--- config.mk ---
export PLATFORM = sky130hd
export DESIGN_NAME = instr_fetch_flat
export DESIGN_NICKNAME = d
export VERILOG_FILES = /design/src/rtl/instr_fetch_if.sv /design/src/rtl/instr_fetch.sv /design/src/flat_wrapper.sv
export SDC_FILE = /design/constraint.sdc
export NUM_CORES = 1
export LEC_CHECK = 0
export ABC_AREA = 0
export CORE_ASPECT_RATIO = 1.5
export CORE_MARGIN = 2
export CORE_UTILIZATION = 54
export CTS_CLUSTER_SIZE = 16
export DETAILED_ROUTE_END_ITERATION = 6
export PLACE_DENSITY = 0.88
export SETUP_SLACK_MARGIN = 0.1
export SYNTH_ARGS = -nofsm -noshare
export SYNTH_HDL_FRONTEND = slang
export SYNTH_SLANG_ARGS = --single-unit
export TNS_END_PERCENT = 10
--- constraint.sdc ---
create_clock -name clk -period 3.1 [get_ports clk]
set_input_delay 0.775 -clock clk [delete_from_list [all_inputs] [get_ports clk]]
set_output_delay 0.775 -clock clk [all_outputs]
set_load 0.01 [all_outputs]
--- src/rtl/instr_fetch_if.sv ---
// rtl/instr_fetch_if.sv - bus bundle for the SIMP instruction fetch stage
// Ports (signals):
//   mem_req/mem_addr      fetch request and address (driven by fetch stage)
//   mem_ack/mem_rdata     request completion pulse and instruction byte
//   instr/instr_pc        queue head byte and the address it came from
//   instr_valid           queue non-empty
//   instr_ready           decoder consumes the head this cycle
//   jump/jump_addr        redirect pulse and target address
// Modports: master = fetch stage, slave = memory/decoder/redirect side.
interface instr_fetch_if #(
  parameter int unsigned ADDR_W = 8
) ();
  logic              mem_req;
  logic [ADDR_W-1:0] mem_addr;
  logic              mem_ack;
  logic [7:0]        mem_rdata;
  logic [7:0]        instr;
  logic [ADDR_W-1:0] instr_pc;
  logic              instr_valid;
  logic              instr_ready;
  logic              jump;
  logic [ADDR_W-1:0] jump_addr;

  modport master (
    output mem_req, mem_addr, instr, instr_pc, instr_valid,
    input  mem_ack, mem_rdata, instr_ready, jump, jump_addr
  );

  modport slave (
    input  mem_req, mem_addr, instr, instr_pc, instr_valid,
    output mem_ack, mem_rdata, instr_ready, jump, jump_addr
  );
endinterface

--- src/rtl/instr_fetch.sv ---
// rtl/instr_fetch.sv - SIMP instruction fetch stage with 2-entry prefetch queue
// Ports:
//   clk    system clock, rising edge
//   rst_n  asynchronous active-low reset
//   bus    instr_fetch_if.master: memory req/ack port, decoder valid/ready
//          port and jump redirect
module instr_fetch #(
  parameter int unsigned       ADDR_W     = 8,
  parameter logic [ADDR_W-1:0] RESET_ADDR = '0
) (
  input  logic          clk,
  input  logic          rst_n,
  instr_fetch_if.master bus
);

  typedef enum logic [1:0] {IDLE, FETCH, DISCARD} state_t;

  state_t            state_q, state_d;
  logic [ADDR_W-1:0] pc_q, pc_d;
  logic              mem_req_q, mem_req_d;
  logic [ADDR_W-1:0] mem_addr_q, mem_addr_d;
  // Queue is a 2-slot shift register with slot 0 as head. Slots beyond
  // count are kept at zero so the head registers can drive instr/instr_pc
  // directly and read as 0 when the queue is empty.
  logic [7:0]        byte0_q, byte0_d, byte1_q, byte1_d;
  logic [ADDR_W-1:0] addr0_q, addr0_d, addr1_q, addr1_d;
  logic [1:0]        count_q, count_d;
  logic              instr_valid_q, instr_valid_d;

  logic              ack;
  logic              pop;
  logic              push;
  logic [ADDR_W-1:0] pc_inc;

  assign ack    = mem_req_q & bus.mem_ack;
  // A jump flushes the queue, so any pop in the same cycle is meaningless.
  assign pop    = instr_valid_q & bus.instr_ready & ~bus.jump;
  // Only a FETCH-state completion carries a byte we keep; DISCARD drops it.
  assign push   = (state_q == FETCH) & ack & ~bus.jump;
  assign pc_inc = pc_q + ADDR_W'(1);

  always_comb begin
    byte0_d = byte0_q;
    byte1_d = byte1_q;
    addr0_d = addr0_q;
    addr1_d = addr1_q;
    count_d = count_q;
    if (bus.jump) begin
      byte0_d = '0;
      byte1_d = '0;
      addr0_d = '0;
      addr1_d = '0;
      count_d = 2'd0;
    end else begin
      if (pop) begin
        byte0_d = byte1_q;
        addr0_d = addr1_q;
        byte1_d = '0;
        addr1_d = '0;
        count_d = count_q - 2'd1;
      end
      // Issue rule guarantees a push never meets a full queue.
      if (push) begin
        if (count_d == 2'd0) begin
          byte0_d = bus.mem_rdata;
          addr0_d = mem_addr_q;
        end else begin
          byte1_d = bus.mem_rdata;
          addr1_d = mem_addr_q;
        end
        count_d = count_d + 2'd1;
      end
    end
    instr_valid_d = (count_d != 2'd0);
  end

  // A new request may start whenever the post-push/pop count leaves room,
  // since no request is outstanding at the point of issue.
  always_comb begin
    state_d    = state_q;
    pc_d       = pc_q;
    mem_req_d  = mem_req_q;
    mem_addr_d = mem_addr_q;
    case (state_q)
      IDLE: begin
        if (bus.jump) begin
          state_d    = FETCH;
          mem_req_d  = 1'b1;
          mem_addr_d = bus.jump_addr;
          pc_d       = bus.jump_addr;
        end else if (count_d != 2'd2) begin
          state_d    = FETCH;
          mem_req_d  = 1'b1;
          mem_addr_d = pc_q;
        end
      end
      FETCH: begin
        if (bus.jump) begin
          pc_d = bus.jump_addr;
          if (ack) begin
            // Returned byte is dropped; restart immediately at the target.
            mem_addr_d = bus.jump_addr;
          end else begin
            // Request cannot be withdrawn: keep req/addr until it completes.
            state_d = DISCARD;
          end
        end else if (ack) begin
          pc_d       = pc_inc;
          mem_addr_d = pc_inc;
          if (count_d == 2'd2) begin
            state_d   = IDLE;
            mem_req_d = 1'b0;
          end
        end
      end
      DISCARD: begin
        if (bus.jump) begin
          pc_d = bus.jump_addr;
        end
        if (ack) begin
          state_d    = FETCH;
          mem_addr_d = bus.jump ? bus.jump_addr : pc_q;
        end
      end
      default: begin
        state_d   = IDLE;
        mem_req_d = 1'b0;
      end
    endcase
  end

  always_ff @(posedge clk or negedge rst_n) begin
    if (!rst_n) begin
      state_q       <= IDLE;
      pc_q          <= RESET_ADDR;
      mem_req_q     <= 1'b0;
      mem_addr_q    <= RESET_ADDR;
      byte0_q       <= '0;
      byte1_q       <= '0;
      addr0_q       <= '0;
      addr1_q       <= '0;
      count_q       <= 2'd0;
      instr_valid_q <= 1'b0;
    end else begin
      state_q       <= state_d;
      pc_q          <= pc_d;
      mem_req_q     <= mem_req_d;
      mem_addr_q    <= mem_addr_d;
      byte0_q       <= byte0_d;
      byte1_q       <= byte1_d;
      addr0_q       <= addr0_d;
      addr1_q       <= addr1_d;
      count_q       <= count_d;
      instr_valid_q <= instr_valid_d;
    end
  end

  assign bus.mem_req     = mem_req_q;
  assign bus.mem_addr    = mem_addr_q;
  assign bus.instr       = byte0_q;
  assign bus.instr_pc    = addr0_q;
  assign bus.instr_valid = instr_valid_q;

endmodule

--- src/flat_wrapper.sv ---
// flat-port wrapper written by rule: the top's interface ports become plain ports
module instr_fetch_flat 
#(
  parameter int unsigned       ADDR_W     = 8,
  parameter logic [ADDR_W-1:0] RESET_ADDR = '0
)
  (clk, rst_n, bus_mem_req, bus_mem_addr, bus_instr, bus_instr_pc, bus_instr_valid, bus_mem_ack, bus_mem_rdata, bus_instr_ready, bus_jump, bus_jump_addr);
  instr_fetch_if #(.ADDR_W(ADDR_W)) bus_i ();
  input  logic clk;
  input  logic rst_n;
  output wire logic [$bits(bus_i.mem_req)-1:0] bus_mem_req;
  output wire logic [$bits(bus_i.mem_addr)-1:0] bus_mem_addr;
  output wire logic [$bits(bus_i.instr)-1:0] bus_instr;
  output wire logic [$bits(bus_i.instr_pc)-1:0] bus_instr_pc;
  output wire logic [$bits(bus_i.instr_valid)-1:0] bus_instr_valid;
  input wire logic [$bits(bus_i.mem_ack)-1:0] bus_mem_ack;
  input wire logic [$bits(bus_i.mem_rdata)-1:0] bus_mem_rdata;
  input wire logic [$bits(bus_i.instr_ready)-1:0] bus_instr_ready;
  input wire logic [$bits(bus_i.jump)-1:0] bus_jump;
  input wire logic [$bits(bus_i.jump_addr)-1:0] bus_jump_addr;
  assign bus_mem_req = bus_i.mem_req;
  assign bus_mem_addr = bus_i.mem_addr;
  assign bus_instr = bus_i.instr;
  assign bus_instr_pc = bus_i.instr_pc;
  assign bus_instr_valid = bus_i.instr_valid;
  assign bus_i.mem_ack = bus_mem_ack;
  assign bus_i.mem_rdata = bus_mem_rdata;
  assign bus_i.instr_ready = bus_instr_ready;
  assign bus_i.jump = bus_jump;
  assign bus_i.jump_addr = bus_jump_addr;
  instr_fetch #(.ADDR_W(ADDR_W), .RESET_ADDR(RESET_ADDR)) u_core (.clk(clk), .rst_n(rst_n), .bus(bus_i));
endmodule
==> run_results.csv <==
group,metric,value,unit
power,p_clk_frac,0.166,
yosys,yosys_warnings,0,
setup_path,worst-endpoint-arrival,2.92,ns
setup_path,cp-start-kind,"input pin",
finish,final_common_cell,"dfrtp_1",
finish,layout-drive-gt1-share,0.08078,
detailed_routing,routedLengthMet1,2845,µm
finish,nets,381,
detailed_routing,firstDrtPassIters,5,
timing,fmax,0.3645,GHz
clock_tree,worstSkewPairLatency,0.31,ns
yosys,yosys.area_share.simple,0.1955,
yosys,ys.flop_type,"dfrtp_1",
die,start_util,0.5542,
timing,tightestPinTransition,0.6408,ns
detailed_routing,wl_per_cell,16.21,µm
timing,rsz0062_at_grt,"no",
yosys,synth_nets,343,
clock_tree,cts_root_buf,"clkbuf_8",
setup_path,cpMostUsedCell,"or3_1",
finish,syn2layout_area_growth,21.09,%
clock_tree,cts_sinks,54,
timing,period_minus_slack,2.744,ns
detailed_routing,vias,2568,
die,num_rows,33,
setup_path,worst-path-buf-inv,1,
power,internal-power,1.789,mW
power,p_seq_frac,0.393,
power,vdd_drop_max,0.0004578,V
detailed_routing,viasPerCell,5.986,
detailed_routing,drc_errors,0,
finish,multiInputGateArea,1534,µm²
yosys,yosysSeqAreaShare,0.4474,
clock_tree,cts.path.max_buffers,2,
timing,finalCritPeriodShare,0.8851,
grt,grt_first_pass_wirelength,11450,µm
finish,final_cell_mix,"54 x dfrtp_1, 44 x clkdlybuf4s50_1, 29 x nand2_1",
power,p_switching,1.153,mW
finish,final.fill_count,456,
flow_run,cap_violations,0,
setup_path,cpLargestDelayFamily,"simple AND/OR/NAND/NOR gates",
yosys,synth_compound_area_frac,0.1707,
setup_path,cp_slowest_cell,"or3_1",
yosys,synth_edf_count,0,
clock_tree,clk_pin_slew,0.10,ns
timing,slew-limit-headroom,0.5728,
detailed_routing,dr_wl_met2,3714,µm
yosys,synth_fa_ha_area_frac,0.008285,
die,fp.dieH,95.60,µm
finish,diodes,0,
status,status,"completed",
yosys,synth_top_family_by_area,"simple AND/OR/NAND/NOR gates",
yosys,synth.mux.area_fraction,0.1193,
power,p_sw_frac,0.3919,
setup_path,critical_path_required,3.27,ns
timing,finalSetupTns,0,ns
placed_design,routabilityCongestion,0.9070,
power,p_leak,1.600,nW
clock_tree,htree_num_levels,2,
placed_design,place_area,3541,µm²
clock_tree,postCtsSetupBuffers,0,
timing,slew_violations,0,
detailed_routing,wl_met3,287,µm
grt,grt_remaining_overflow,0,
setup_path,worst-setup-path-type,"input pin to flip-flop",
finish,register_area,1351,µm²
yosys,syn_inst,320,
timing,fin_skew,0.01009,ns
grt,grt_pass1_vias,2435,
power,powerDensity,804.3,nW/µm²
detailed_routing,routed_wl,6953,µm
clock_tree,ctsResizeCount,0,
grt,grt_util_all_layers,0.2365,
min_path,hold_class,"input pin to asynchronous set/reset pin",
clock_tree,hold_buffers,0,
yosys,synth_seq_cells,54,
finish,design_area,3657,µm²
yosys,syn-cell-area,3020,µm²
yosys,synthDistinctLibCells,55,
power,combPwrFrac,0.441,
yosys,synthArstFlopShare,1.000,
placed_design,place_hpwl,4706,µm
timing,hold_viol_final,0,
die,ioPinCount,47,
grt,grt_max_degree,63,
die,core_region_area,5450,µm²
placed_design,portBuffers,46,
detailed_routing,ant_nets,0,
setup_path,worstPathCellList,"clkdlybuf4s50_1, nand3b_1, or3_1, and2_1, ha_1, or3_1, nand3_1, a21oi_1",
detailed_routing,routed.top_layer,"met4",
clock_tree,cts_tree,"built",
setup_path,cp_slowest_stage_delay,0.60,ns
clock_tree,numCtsBuffers,5,
grt,antenna_found_initial,0,
timing,final-setup-viol-count,0,
setup_path,cp-end-kind,"flip-flop",
setup_path,crit_fanout,16,
die,die_area,6220,µm²
yosys,synth_area_per_cell,9.439,µm²
yosys,synthXorXnorAreaFrac,0.01408,
die,die_w,65.07,µm
detailed_routing,first_iter_violations,272,
## area by class of cell
class / count / area share
clock buffers: 5 / 0.01882
clock inverters: 3 / 0.01300
inverters: 6 / 0.006158
well taps: 70 / 0.02395
repair buffers: 57 / 0.1492
multi-input cells: 234 / 0.4194
flip-flops and latches: 54 / 0.3695
## synth_stat cells (3+ instances only)
master     n  area (µm²)
a21oi_1   28       140.1
buf_2      9       45.04
a211oi_1  18       135.1
mux2_1     7       78.83
clkbuf_1  12       45.04
o21ai_0   10       50.05
inv_1      5       18.77
nand2b_1   4       25.02
nand2_1   29       108.9
nor3_1     3       15.01
buf_1      4       15.01
o31ai_1    3       22.52
nor2_1    26       97.59
nor4_1     3       18.77
mux2i_1   27       270.3
dfrtp_1   54        1351
or3_1      6       37.54
nand3_1   24       120.1
## through the flow
step                      total power [mW]  utilization  hold slack, ns  std cells  setup slack (ns)
after detailed placement             2.449       0.6497          0.5343        421           0.02602
after CTS                            2.945       0.6710          0.4915        429            0.3612
after global routing                 3.151       0.6710          0.4934        429            0.2179
after global placement               2.400       0.6497          0.5196        421           0.07385
final                                2.942       0.6710          0.4753        429            0.3563
after floorplan                      1.964            -          0.4794        320            0.2670
## routing by layer
| metal | GRT usage | up-vias |
|---|---|---|
| li1 | - | 1235 |
| met1 | 0.2971 | 1243 |
| met2 | 0.4038 | 78 |
| met3 | 0.04014 | 12 |
| met4 | 0.09722 | 0 |
| met5 | 0 | - |
## registers in the layout, indices dropped and copies added, names as in the netlist
signal and flops:
u_core.addr1_q 8, u_core.bus.instr 8, u_core.bus.instr_pc 8, u_core.bus.instr_valid 1, u_core.bus.mem_addr 8, u_core.bus.mem_req 1, u_core.byte1_q 8, u_core.count_q 2
u_core.pc_q 8, u_core.state_q 2
## cell families after synthesis
| logic type | count (synthesis) |
|---|---|
| mux | 35 |
| fa+ha+maj | 2 |
| buf+inv | 32 |
| xor+xnor | 4 |
| flops | 54 |
| compound gates | 79 |
| simple gates | 114 |
## worst reg2reg max path: stages (launching register included)
cell	delay [ns]
dfrtp_1	0.44
or3_1	0.39
and2_1	0.17
ha_1	0.20
or3_1	0.60
nand3_1	0.19
a21oi_1	0.09
## final timing paths
path	slack [ns]	startpoint	endpoint	depth (start not counted)
max	0.36	bus_instr_ready	u_core.byte1_q[3]$_DFF_PN0_	8
min in group clk	0.55	u_core.byte1_q[0]$_DFF_PN0_	u_core.byte1_q[0]$_DFF_PN0_	2
max reg2reg	0.89	u_core.count_q[0]$_DFF_PN0_	u_core.byte1_q[3]$_DFF_PN0_	6
max in group asynchronous	1.97	rst_n	u_core.addr1_q[7]$_DFF_PN0_	2
min reg2reg	0.55	u_core.byte1_q[0]$_DFF_PN0_	u_core.byte1_q[0]$_DFF_PN0_	2
min	0.48	rst_n	u_core.pc_q[5]$_DFFE_PN0P_	1
## power groups by stage
stage	clock (mW)	sequential (mW)	combinational (mW)
finish	0.489	1.16	1.30
global route	0.536	1.19	1.43
CTS	0.497	1.15	1.30
detailed placement	0	1.17	1.28
global placement	0	1.15	1.25
floorplan	0	1.12	0.841
(Power assumes the default switching activity.)
